===== src/rtl/tt_pi_ctrl_if.sv =====
// Error-sample / control-word bundle between the phase detector, the PI loop filter and the DCO.
// The master modport is the detector/testbench side; the slave modport is the loop filter.
interface tt_pi_ctrl_if #(
    parameter int ERR_W  = 16,
    parameter int CTRL_W = 16
);
    logic                     i_enable;
    logic                     i_err_valid;
    logic signed [ERR_W-1:0]  i_err;
    logic                     o_err_ready;
    logic signed [CTRL_W-1:0] o_control;
    logic                     o_control_valid;
    logic                     o_sat;
    logic                     o_locked;

    modport master (
        output i_enable, i_err_valid, i_err,
        input  o_err_ready, o_control, o_control_valid, o_sat, o_locked
    );

    modport slave (
        input  i_enable, i_err_valid, i_err,
        output o_err_ready, o_control, o_control_valid, o_sat, o_locked
    );
endinterface


===== src/rtl/tt_pi_ctrl.sv =====
// PI loop filter driving the DCO control word: 2-stage pipeline, saturating output, anti-windup integrator.
// Optional lock detector enabled by defining TT_PI_CTRL_LOCK_DET_EN.
module tt_pi_ctrl #(
    parameter int ERR_W       = 16,
    parameter int CTRL_W      = 16,
    parameter int INT_W       = 24,
    parameter int KP_SHIFT    = 2,
    parameter int KI_SHIFT    = 6,
    parameter int LOCK_THRESH = 64,
    parameter int LOCK_CYCLES = 16
) (
    input  logic       i_clk,
    input  logic       i_rst,
    tt_pi_ctrl_if.slave bus
);

`ifdef TT_PI_CTRL_LOCK_DET_EN
    typedef enum logic [1:0] {ST_IDLE, ST_ACQUIRE, ST_LOCKED} state_t;
    localparam int CNT_W = $clog2(LOCK_CYCLES + 1);
    localparam logic [CNT_W-1:0]        CNT_LAST = CNT_W'(LOCK_CYCLES - 1);
    localparam logic signed [ERR_W:0]   THR1     = (ERR_W+1)'(LOCK_THRESH);
    localparam logic signed [ERR_W:0]   THR2     = (ERR_W+1)'(2 * LOCK_THRESH);
`else
    typedef enum logic {ST_IDLE, ST_ACQUIRE} state_t;
`endif

    // Saturation bounds expressed at the INT_W+1 working width.
    localparam logic signed [INT_W:0] INT_MAX  = {2'b00, {(INT_W-1){1'b1}}};
    localparam logic signed [INT_W:0] INT_MIN  = {2'b11, {(INT_W-1){1'b0}}};
    localparam logic signed [INT_W:0] CTRL_MAX = {{(INT_W-CTRL_W+2){1'b0}}, {(CTRL_W-1){1'b1}}};
    localparam logic signed [INT_W:0] CTRL_MIN = {{(INT_W-CTRL_W+2){1'b1}}, {(CTRL_W-1){1'b0}}};

    state_t                   state_reg;
    logic signed [INT_W-1:0]  integ_reg;
    logic signed [ERR_W-1:0]  p_reg;
    logic                     s1_valid_reg;
    logic                     clamp_hi_reg;
    logic                     clamp_lo_reg;
    logic signed [CTRL_W-1:0] control_reg;
    logic                     control_valid_reg;
    logic                     sat_reg;

    logic signed [ERR_W-1:0]  err_in;
    logic signed [ERR_W-1:0]  p_next;
    logic signed [INT_W:0]    integ_sum;
    logic signed [INT_W-1:0]  integ_next;
    logic                     skip_integ;
    logic signed [INT_W-1:0]  integ_shift;
    logic signed [INT_W:0]    ctrl_sum;
    logic                     clamp_hi;
    logic                     clamp_lo;
    logic signed [CTRL_W-1:0] ctrl_next;

    assign err_in      = bus.i_err;
    assign p_next      = err_in >>> KP_SHIFT;
    assign integ_shift = integ_reg >>> KI_SHIFT;
    assign integ_sum   = {integ_reg[INT_W-1], integ_reg}
                       + {{(INT_W+1-ERR_W){err_in[ERR_W-1]}}, err_in};
    assign ctrl_sum    = {{(INT_W+1-ERR_W){p_reg[ERR_W-1]}}, p_reg}
                       + {integ_shift[INT_W-1], integ_shift};

    // Freeze the integrator while the output is pinned and the error pushes further into the rail.
    assign skip_integ = (clamp_hi_reg && !err_in[ERR_W-1] && (err_in != '0))
                     || (clamp_lo_reg && err_in[ERR_W-1]);

    assign clamp_hi = ctrl_sum > CTRL_MAX;
    assign clamp_lo = ctrl_sum < CTRL_MIN;

    always_comb begin
        integ_next = integ_sum[INT_W-1:0];
        if (integ_sum > INT_MAX)
            integ_next = INT_MAX[INT_W-1:0];
        else if (integ_sum < INT_MIN)
            integ_next = INT_MIN[INT_W-1:0];
    end

    always_comb begin
        ctrl_next = ctrl_sum[CTRL_W-1:0];
        if (clamp_hi)
            ctrl_next = CTRL_MAX[CTRL_W-1:0];
        else if (clamp_lo)
            ctrl_next = CTRL_MIN[CTRL_W-1:0];
    end

`ifdef TT_PI_CTRL_LOCK_DET_EN
    logic signed [ERR_W:0] err_ext;
    logic                  in_lock;
    logic                  out_lock;
    logic                  in_lock_reg;
    logic                  out_lock_reg;
    logic [CNT_W-1:0]      lock_cnt_reg;
    logic                  locked_reg;

    assign err_ext  = {err_in[ERR_W-1], err_in};
    assign in_lock  = (err_ext <= THR1) && (err_ext >= -THR1);
    assign out_lock = (err_ext > THR2) || (err_ext < -THR2);

    always_ff @(posedge i_clk or posedge i_rst) begin
        if (i_rst) begin
            in_lock_reg  <= 1'b0;
            out_lock_reg <= 1'b0;
            lock_cnt_reg <= '0;
            locked_reg   <= 1'b0;
        end else if (!bus.i_enable) begin
            in_lock_reg  <= 1'b0;
            out_lock_reg <= 1'b0;
            lock_cnt_reg <= '0;
            locked_reg   <= 1'b0;
        end else begin
            if (bus.i_err_valid) begin
                in_lock_reg  <= in_lock;
                out_lock_reg <= out_lock;
            end
            // Lock status advances with the result of the sample, one edge after acceptance.
            if (s1_valid_reg) begin
                if (state_reg == ST_LOCKED) begin
                    if (out_lock_reg) begin
                        locked_reg   <= 1'b0;
                        lock_cnt_reg <= '0;
                    end
                end else if (in_lock_reg) begin
                    if (lock_cnt_reg == CNT_LAST) begin
                        locked_reg   <= 1'b1;
                        lock_cnt_reg <= '0;
                    end else begin
                        lock_cnt_reg <= lock_cnt_reg + 1'b1;
                    end
                end else begin
                    lock_cnt_reg <= '0;
                end
            end
        end
    end

    assign bus.o_locked = locked_reg;
`else
    assign bus.o_locked = 1'b0;
`endif

    always_ff @(posedge i_clk or posedge i_rst) begin
        if (i_rst) begin
            state_reg         <= ST_IDLE;
            integ_reg         <= '0;
            p_reg             <= '0;
            s1_valid_reg      <= 1'b0;
            clamp_hi_reg      <= 1'b0;
            clamp_lo_reg      <= 1'b0;
            control_reg       <= '0;
            control_valid_reg <= 1'b0;
            sat_reg           <= 1'b0;
        end else if (!bus.i_enable) begin
            // Dropping enable discards any in-flight sample and parks the DCO at mid-range.
            state_reg         <= ST_IDLE;
            integ_reg         <= '0;
            p_reg             <= '0;
            s1_valid_reg      <= 1'b0;
            clamp_hi_reg      <= 1'b0;
            clamp_lo_reg      <= 1'b0;
            control_reg       <= '0;
            control_valid_reg <= 1'b0;
            sat_reg           <= 1'b0;
        end else begin
            if (state_reg == ST_IDLE)
                state_reg <= ST_ACQUIRE;
            control_valid_reg <= s1_valid_reg;
            if (s1_valid_reg) begin
                control_reg  <= ctrl_next;
                sat_reg      <= clamp_hi || clamp_lo;
                clamp_hi_reg <= clamp_hi;
                clamp_lo_reg <= clamp_lo;
`ifdef TT_PI_CTRL_LOCK_DET_EN
                if (state_reg == ST_LOCKED && out_lock_reg)
                    state_reg <= ST_ACQUIRE;
                else if (state_reg == ST_ACQUIRE && in_lock_reg && lock_cnt_reg == CNT_LAST)
                    state_reg <= ST_LOCKED;
`endif
            end
            s1_valid_reg <= bus.i_err_valid;
            if (bus.i_err_valid) begin
                p_reg <= p_next;
                if (!skip_integ)
                    integ_reg <= integ_next;
            end
        end
    end

    assign bus.o_err_ready     = bus.i_enable;
    assign bus.o_control       = control_reg;
    assign bus.o_control_valid = control_valid_reg;
    assign bus.o_sat           = sat_reg;

endmodule

===== src/flat_wrapper.sv =====
// flat-port wrapper written by rule: the top's interface ports become plain ports
module tt_pi_ctrl_flat 
#(
    parameter int ERR_W       = 16,
    parameter int CTRL_W      = 16,
    parameter int INT_W       = 24,
    parameter int KP_SHIFT    = 2,
    parameter int KI_SHIFT    = 6,
    parameter int LOCK_THRESH = 64,
    parameter int LOCK_CYCLES = 16
)
  (i_clk, i_rst, bus_i_enable, bus_i_err_valid, bus_i_err, bus_o_err_ready, bus_o_control, bus_o_control_valid, bus_o_sat, bus_o_locked);
  tt_pi_ctrl_if #(.ERR_W(ERR_W), .CTRL_W(CTRL_W)) bus_i ();
  input  logic i_clk;
  input  logic i_rst;
  input wire logic [$bits(bus_i.i_enable)-1:0] bus_i_enable;
  input wire logic [$bits(bus_i.i_err_valid)-1:0] bus_i_err_valid;
  input wire logic [$bits(bus_i.i_err)-1:0] bus_i_err;
  output wire logic [$bits(bus_i.o_err_ready)-1:0] bus_o_err_ready;
  output wire logic [$bits(bus_i.o_control)-1:0] bus_o_control;
  output wire logic [$bits(bus_i.o_control_valid)-1:0] bus_o_control_valid;
  output wire logic [$bits(bus_i.o_sat)-1:0] bus_o_sat;
  output wire logic [$bits(bus_i.o_locked)-1:0] bus_o_locked;
  assign bus_i.i_enable = bus_i_enable;
  assign bus_i.i_err_valid = bus_i_err_valid;
  assign bus_i.i_err = bus_i_err;
  assign bus_o_err_ready = bus_i.o_err_ready;
  assign bus_o_control = bus_i.o_control;
  assign bus_o_control_valid = bus_i.o_control_valid;
  assign bus_o_sat = bus_i.o_sat;
  assign bus_o_locked = bus_i.o_locked;
  tt_pi_ctrl #(.ERR_W(ERR_W), .CTRL_W(CTRL_W), .INT_W(INT_W), .KP_SHIFT(KP_SHIFT), .KI_SHIFT(KI_SHIFT), .LOCK_THRESH(LOCK_THRESH), .LOCK_CYCLES(LOCK_CYCLES)) u_core (.i_clk(i_clk), .i_rst(i_rst), .bus(bus_i));
endmodule

===== config.mk =====
export PLATFORM = sky130hd
export DESIGN_NAME = tt_pi_ctrl_flat
export DESIGN_NICKNAME = d
export VERILOG_FILES = /design/src/rtl/tt_pi_ctrl_if.sv /design/src/rtl/tt_pi_ctrl.sv /design/src/flat_wrapper.sv
export SDC_FILE = /design/constraint.sdc
export NUM_CORES = 1
export LEC_CHECK = 0
export CORE_MARGIN = 10
export CORE_UTILIZATION = 53
export DETAILED_ROUTE_END_ITERATION = 10
export PLACE_DENSITY = 0.78
export SETUP_SLACK_MARGIN = 0.15
export SYNTH_ARGS = -nofsm -noshare
export SYNTH_HDL_FRONTEND = slang
export SYNTH_SLANG_ARGS = --single-unit

===== constraint.sdc =====
create_clock -name i_clk -period 2.75 [get_ports i_clk]
set_input_delay 0.4125 -clock i_clk [delete_from_list [all_inputs] [get_ports i_clk]]
set_output_delay 0.4125 -clock i_clk [all_outputs]
set_load 0.01 [all_outputs]

**Word level (Yosys, flattened, before mapping)**

Index checks and enable logic that the tools add are counted.

- Flip-flop bits (word level): 61
- Bits in latches: 0
- Memory bits (writable): 0
- Memory bits (read-only): 0
- Output and inout port bits: 20
- Logic and storage cells: 44
- Memories kept: 0

- $add $sub $neg: 2
- Multiply operators: 0
- Divide/modulo/power cells: 0
- $lt $le $gt $ge: 4
- Eq/ne operators: 3
- Shifts and indexed selects: 0
- Mux-type cells: 19
- Bitwise operators: 0
- Reduce and logical (&&, ||, !) cells: 8

Operators by type and width:

| kind | number |
|---|---|
| $mux 24 | 5 |
| $mux 16 | 6 |
| $add 24x16->25 | 1 |
| $gt 25x16->1 const B | 1 |
| $gt 25x24->1 const B | 1 |
| $lt 25x16->1 const B | 1 |
| $lt 25x24->1 const B | 1 |
| $add 16x18->19 | 1 |
| $reduce_bool 16->1 | 1 |
| $mux 1 | 8 |
| $ne 2x1->1 const B | 2 |
| $logic_and 1x1->1 | 3 |
| $logic_or 1x1->1 | 2 |
| $ne 2x2->1 const B | 1 |
| $reduce_and 2->1 | 1 |
| $logic_not 1->1 | 1 |

**Depth between registers and ports, before layout**

Gate-level depths: netlist (run 1).

- Depth after elaboration: 7
- Gate-level depth with buffers: 13
- Gate-level depth less buffers: 12

**Worst setup path before layout (run 1)**

No wires, ideal clock.

- Path kind: in2reg
- Start point: in bus_i_err[0]
- End point: reg u_core.integ_reg[10]
- Setup time: 0.126 ns
- Arrival time: 2.709 ns
- Data required time: 2.624 ns
- Slack: -0.085 ns
- Cell stages on the path: 13
- Cells stage by stage: ha_1 > inv_1 > fa_1 > nor2b_4 > o31ai_4 > a311oi_1 > o31ai_2 > a21oi_2 > o31ai_4 > nand2_1 > and3_4 > buf_6 > a221o_1

- Longest elaborated chain between the ends: 7

Ends and longest elaborated chain:

| element | line | RTL |
|---|---|---|
| from (decl) | flat_wrapper.sv:18 | `input wire logic [$bits(bus_i.i_err)-1:0] bus_i_err;` |
| $add 24x16->25 | tt_pi_ctrl.sv:58 | `+ {{(INT_W+1-ERR_W){err_in[ERR_W-1]}}, err_in};` |
| $lt 25x24->1 | tt_pi_ctrl.sv:73 | `else if (integ_sum < INT_MIN)` |
| $mux 24 | tt_pi_ctrl.sv:73 |  |
| $mux 24 | tt_pi_ctrl.sv:71 | `if (integ_sum > INT_MAX)` |
| $mux 24 | tt_pi_ctrl.sv:181 | `if (!skip_integ)` |
| $mux 24 | tt_pi_ctrl.sv:179 | `if (bus.i_err_valid) begin` |
| $mux 24 | tt_pi_ctrl.sv:151 | `end else if (!bus.i_enable) begin` |
| to (signal assigned) | tt_pi_ctrl.sv:182 | `integ_reg <= integ_next;` |
| to (decl) | tt_pi_ctrl.sv:34 | `logic signed [INT_W-1:0] integ_reg;` |

Parallel ways exist; a longest one is shown, timed or not. The select of a mux whose other input is x is not followed.
A chain may end at the register's enable or synchronous reset.

**Worst setup path after layout (run 1)**

- Start point: reg u_core.integ_reg[6]
- End point: reg u_core.control_reg[2] (netlist: u_core.bus.o_control[2])

- Longest elaborated chain between the ends: 6

Ends and longest elaborated chain:

| element | line | RTL |
|---|---|---|
| $add 16x18->19 (*) | tt_pi_ctrl.sv:60 | `+ {integ_shift[INT_W-1], integ_shift};` |
| $lt 25x16->1 | tt_pi_ctrl.sv:67 | `assign clamp_lo = ctrl_sum < CTRL_MIN;` |
| $mux 16 | tt_pi_ctrl.sv:81 | `else if (clamp_lo)` |
| $mux 16 (*) | tt_pi_ctrl.sv:79 | `if (clamp_hi)` |
| $mux 16 (*) | tt_pi_ctrl.sv:166 | `if (s1_valid_reg) begin` |
| $mux 16 (*) | tt_pi_ctrl.sv:151 |  |
| to (signal assigned) | tt_pi_ctrl.sv:167 | `control_reg <= ctrl_next;` |
| to (decl) | tt_pi_ctrl.sv:39 | `logic signed [CTRL_W-1:0] control_reg;` |

Mark *: on every way between the ends. The rest lies on a longest branch, timed or not. The select of a mux whose other input is x is not followed.

==> qor.yml, run 1 <==
post-route-period-util: 1.06
yosysWarnings: 0
die_h_um: 112
areaGrowthSynthToFinish_pct: 46.9
critPathMaxFanout: 6
grt_max_degree: 23
grt_pass1_vias: 4715
hold_slack_ps: 389
status: "complete, but fails checks"
maxCapViolCount: 0
finalWorstSetupSlack_ps: -168
arrival_ps: 3190
yosysSeqAreaShare: 0.326
final_common_cell: "buf_4"
antenna_found_initial: 0
nets: 717
drv_slew: 0
setup_viol: 40
synth.top_cell.area_share: 0.326
syn_nets: 551
largest_reg_flops: 24
first_iter_violations: 424
drt-total-wl_um: 14800
syn_area_um2: 4520
place_congestion: 0.910
skew_ps: 12.4
relSlewSlack: 0.424
initial_core_util: 0.548
cts_tree: "yes"
drive_gt1_frac: 0.337
min_period_ps: 2920
max-vdd-ir-drop_uv: 502
worst_pin_slew_ps: 863
grt_first_pass_wirelength_um: 22400
die_area_um2: 12600
p_total_mw: 6.72
drc: 0
power_density_nw_per_um2: 1010
post_drt_via_cell_ratio: 6.13
synth_seq_cells: 59
synth_edf_count: 0
hpwl_um: 10200
h-tree-depth: 3
hold_path.class: "in -> async"
path_class: "reg -> reg"
synthCells: 487
place_ws_ps: -548
violations: "setup timing"
design.core.area_um2: 8260
die_w_um: 112
clock-sinks: 59
grt_usage: 0.213
postSynthAreaPerCell_um2: 9.29
fill_cells: 499
rsz0062_at_grt: "yes"
insertion_delay_ps: 360
required_ps: 3020
cts_buffer_depth: 2
cts_buffers: 9
max_freq_ghz: 0.343
synth.largest_area_cell: "dfrtp_1"
clk_pin_slew_worst_paths_ps: 70
ys_types: 63
overflow: 0
row_count: 33
hold_violations: 0
start_kind: "flop"
clockRootBuffer: "clkbuf_8"
async_flop_share: 1.00
pin_count: 40
vias: 4675
synth_ff_type: "dfrtp_1"
hold_buffers: 0
synth_area_leaders: "dfrtp_1 (33%), ha_1 (12%), a21oi_1 (4.9%), a221o_1 (4.9%), xnor2_1 (4.5%)"
wl_per_cell_um: 19.5
num_antenna_cells: 0
layout_common_cells: "buf_4 (121), dfrtp_1 (59), nor2_1 (37)"
drt-pass1-iter-count: 5
ant_nets: 0
io_buffers: 38
end_kind: "flop"
p_leak_nw: 3.23
timing repair:
action | CTS | global route
setup buffers | 5 | 10
setup endpoints to repair | 42 | 43
cloned | 4 | 3
pin swaps | 27 | 24
resized for setup | 23 | 34
final cells by class:
cell class | count | area (um^2) | area share
clock buffers | 12 | 165 | 0.0248
clock inverters | 4 | 47.5 | 0.00715
inverters | 17 | 63.8 | 0.00960
multi-input cells | 397 | 3320 | 0.499
flip-flops and latches | 59 | 1480 | 0.222
well taps | 105 | 131 | 0.0198
repair buffers | 169 | 1440 | 0.217
synthesized netlist by cell type, types with 4 or more instances:
library cell and number:
nand2b_1 13, and3_1 4, o21ai_1 19, a211oi_1 5
nand2_1 31, inv_1 17, nor2b_1 5, xor2_1 11
o21ai_0 13, nand4_1 5, a21oi_1 44, nor4_1 6
nor2_1 41, nor3_1 6, dfrtp_1 59, mux2i_1 18
a221o_1 22, o21bai_1 4, ha_1 42, xnor2_1 23
a31oi_1 5, a21o_1 18, nand3_1 5, clkbuf_1 8
power by group:
part	switching, mW	internal [mW]	total (mW)
registers	0.239	1.09	1.33
logic	2.22	2.32	4.54
clock network	0.360	0.489	0.849
worst max-delay path, cell delays in order, from the launching register on:
cell and delay, ps:
dfrtp_1 380, ha_2 200, inv_2 40, fa_2 330, nand2b_4 160, a21oi_4 200, o2111ai_4 170, a21o_1 230
or3_4 340, a41oi_4 180, buf_6 170, a31oi_4 50, nand2b_4 220, a21oi_1 160
cell families after synthesis:
group	Yosys count	synth area share
compound gates	158	0.248
simple gates	137	0.155
flops	59	0.326
fa+ha+maj	45	0.127
buf+inv	35	0.0365
xor+xnor	34	0.0658
mux	18	0.0398
other cells	1	0.000829
layer usage:
metal	GRT usage	vias to the layer above	routed length, um
li1	-	2159	-
met1	0.242	2254	5790
met2	0.372	206	7460
met3	0.0367	56	1010
met4	0.112	0	589
met5	0	-	0
path summary, 6_finish.rpt:
| kind | endpoint | start | cells past startpoint | slack, ps |
|---|---|---|---|---|
| min in group i_clk | u_core.bus.o_control[1] | u_core.bus.o_control[1] | 2 | 490 |
| worst max-delay path | u_core.bus.o_control[2] | u_core.integ_reg[6] | 13 | -170 |
| worst min register to register | u_core.bus.o_control[1] | u_core.bus.o_control[1] | 2 | 490 |
| max in group asynchronous | u_core.bus.o_control[5] | i_rst | 3 | 1720 |
| worst max register to register | u_core.bus.o_control[2] | u_core.integ_reg[6] | 13 | -170 |
| worst min-delay path | u_core.bus.o_control[0] | i_rst | 2 | 390 |
per-stage QoR:
stage | setup TNS (ps) | area [um^2] | util | cells
after floorplan | 0 | 4690 | - | 487
after global placement | -11380 | 5970 | 0.723 | 725
after detailed placement | -13460 | 5970 | 0.723 | 725
after CTS | -4340 | 6360 | 0.770 | 750
after global routing | -6580 | 6650 | 0.805 | 763
final | -3470 | 6650 | 0.805 | 763
Note: power is estimated with default switching activity, not from simulation.
==> run 2: changes to the inputs <==
CORE_MARGIN = 8   (was 10)
SKIP_CTS_REPAIR_TIMING = 1   (was default)
==> qor.yml, run 2 (same netlist as run 1, synthesis figures left out) <==
fill_cells: 494  # -1.0%
grt_pass1_vias: 4456  # -5.5%
place_congestion: 0.890  # -2.2%
die_area_um2: 11700  # -7.0%
cts_buffers: 9  # unchanged
post_drt_via_cell_ratio: 6.33  # +3.3%
p_leak_nw: 3.12  # -3.1%
fin_tns_setup_ps: -8820  # -5350 ps
areaGrowthSynthToFinish_pct: 43.6
grt_first_pass_wirelength_um: 21400  # -4.5%
hpwl_um: 10100  # -0.98%
grt_usage: 0.227  # +0.0139
io_buffers: 38  # unchanged
arrival_ps: 3260  # +70 ps
vias: 4742  # +1.4%
max_freq_ghz: 0.330  # -3.8%
setup_viol: 39  # -2.5%
clockRootBuffer: "clkbuf_8"
drt-total-wl_um: 15000  # +1.1%
min_period_ps: 3030  # +114 ps
clk_pin_slew_worst_paths_ps: 70  # about the same
p_total_mw: 6.52  # -2.9%
path_class: "reg -> reg"
worst_pin_slew_ps: 684  # -178 ps
antenna_found_initial: 0  # unchanged
relSlewSlack: 0.544  # +0.120
end_kind: "flop"
drt-pass1-iter-count: 7  # +2
num_antenna_cells: 0  # unchanged
drive_gt1_frac: 0.325  # -0.0129
skew_ps: 9.44  # -2.91 ps
maxCapViolCount: 0  # unchanged
row_count: 33  # unchanged
design.core.area_um2: 8260  # unchanged
post-route-period-util: 1.10  # +0.0416
insertion_delay_ps: 360  # about the same
initial_core_util: 0.548  # unchanged
status: "complete, but fails checks"
die_w_um: 108  # -3.6%
final_common_cell: "buf_4"
cts_buffer_depth: 2  # unchanged
wl_per_cell_um: 20.0  # +3.0%
rsz0062_at_grt: "yes"
grt_max_degree: 36  # +57%
hold_violations: 0  # unchanged
start_kind: "flop"
h-tree-depth: 3  # unchanged
first_iter_violations: 375  # -12%
required_ps: 2980  # -40 ps
cts_tree: "yes"
critPathMaxFanout: 10  # +4
place_inst: 723  # -0.28%
drc: 0  # unchanged
max-vdd-ir-drop_uv: 565  # +12%
pin_count: 40  # unchanged
fin_cells: 749  # -1.8%
violations: "setup timing"
power_density_nw_per_um2: 1000  # -0.69%
drv_slew: 0  # unchanged
die_h_um: 108  # -3.6%
finalWorstSetupSlack_ps: -283  # -114 ps
nets: 704  # -1.8%
hold_path.class: "in -> async"
largest_reg_flops: 24  # unchanged
overflow: 0  # unchanged
clock-sinks: 59  # unchanged
place_ws_ps: -664  # -116 ps
layout_common_cells: "buf_4 (113), dfrtp_1 (58), nor2_1 (40)"
ant_nets: 0  # unchanged
-- run 2: changes by cell type in the layout (fill, tap and decap cells not counted), sizes merged --
cell / change
buf: -11
clkdlybuf4s50: +5
dlygate4sd2: -5
bufinv: -1
clkinvlp: -1
o31a: -1
-- run 2: final timing paths --
path                       cells after the start                 endpoint                    start  slack [ps]
setup / recovery                              12      u_core.integ_reg[8]      u_core.integ_reg[0]        -280
hold / removal                                 2  u_core.bus.o_control[1]                    i_rst         430
setup reg to reg                              12      u_core.integ_reg[8]      u_core.integ_reg[0]        -280
hold reg to reg                                2  u_core.bus.o_control[1]  u_core.bus.o_control[1]         480
max in group asynchronous                      3     u_core.integ_reg[12]                    i_rst        1740
min in group i_clk                             2  u_core.bus.o_control[1]  u_core.bus.o_control[1]         480
-- run 2: area by class of cell --
class	instances	area (um^2)	share of cell area
clock buffers	13	169	0.0260
clock inverters	2	10.0	0.00154
inverters	17	63.8	0.00982
multi-input cells	396	3300	0.507
flip-flops and latches	59	1480	0.227
well taps	105	131	0.0202
repair buffers	157	1350	0.208
-- run 2: power breakdown --
part / switching, mW / internal, mW
sequential: 0.235 / 1.09
clock: 0.364 / 0.393
combinational: 2.19 / 2.25
total: 2.79 / 3.73
-- run 2: per-layer routing --
layer / vias up / track usage / wire length (um)
met1: 2273 / 0.280 / 5860
li1: 2134 / - / -
met3: 66 / 0.0321 / 1090
met5: - / 0 / 0
met2: 269 / 0.382 / 7410
met4: 0 / 0.106 / 644
-- run 2: critical path, cell delays in order (launching register included) --
cell	delay (ps)
dfrtp_1	420
ha_4	190
inv_2	50
fa_2	230
nor2b_4	60
o31ai_4	270
a311oi_2	170
o31ai_2	340
a21oi_2	140
o31ai_4	300
nand2_2	130
and3_4	260
a221o_1	340
-- run 2: stage by stage --
stage           util  hold WS [ps]  instance area, um^2
6_report       0.787           425                 6500
4_1_cts        0.744           445                 6140
2_1_floorplan      -           483                 4690
5_1_grt        0.787           484                 6500
3_3_place_gp   0.722           466                 5960
3_5_place_dp   0.722           484                 5960
==> run 3: changes to the inputs <==
CAP_MARGIN = 30   (was default)
==> results of run 3 <==
No change in the layout: final DEF, timing and power equal those of run 2.
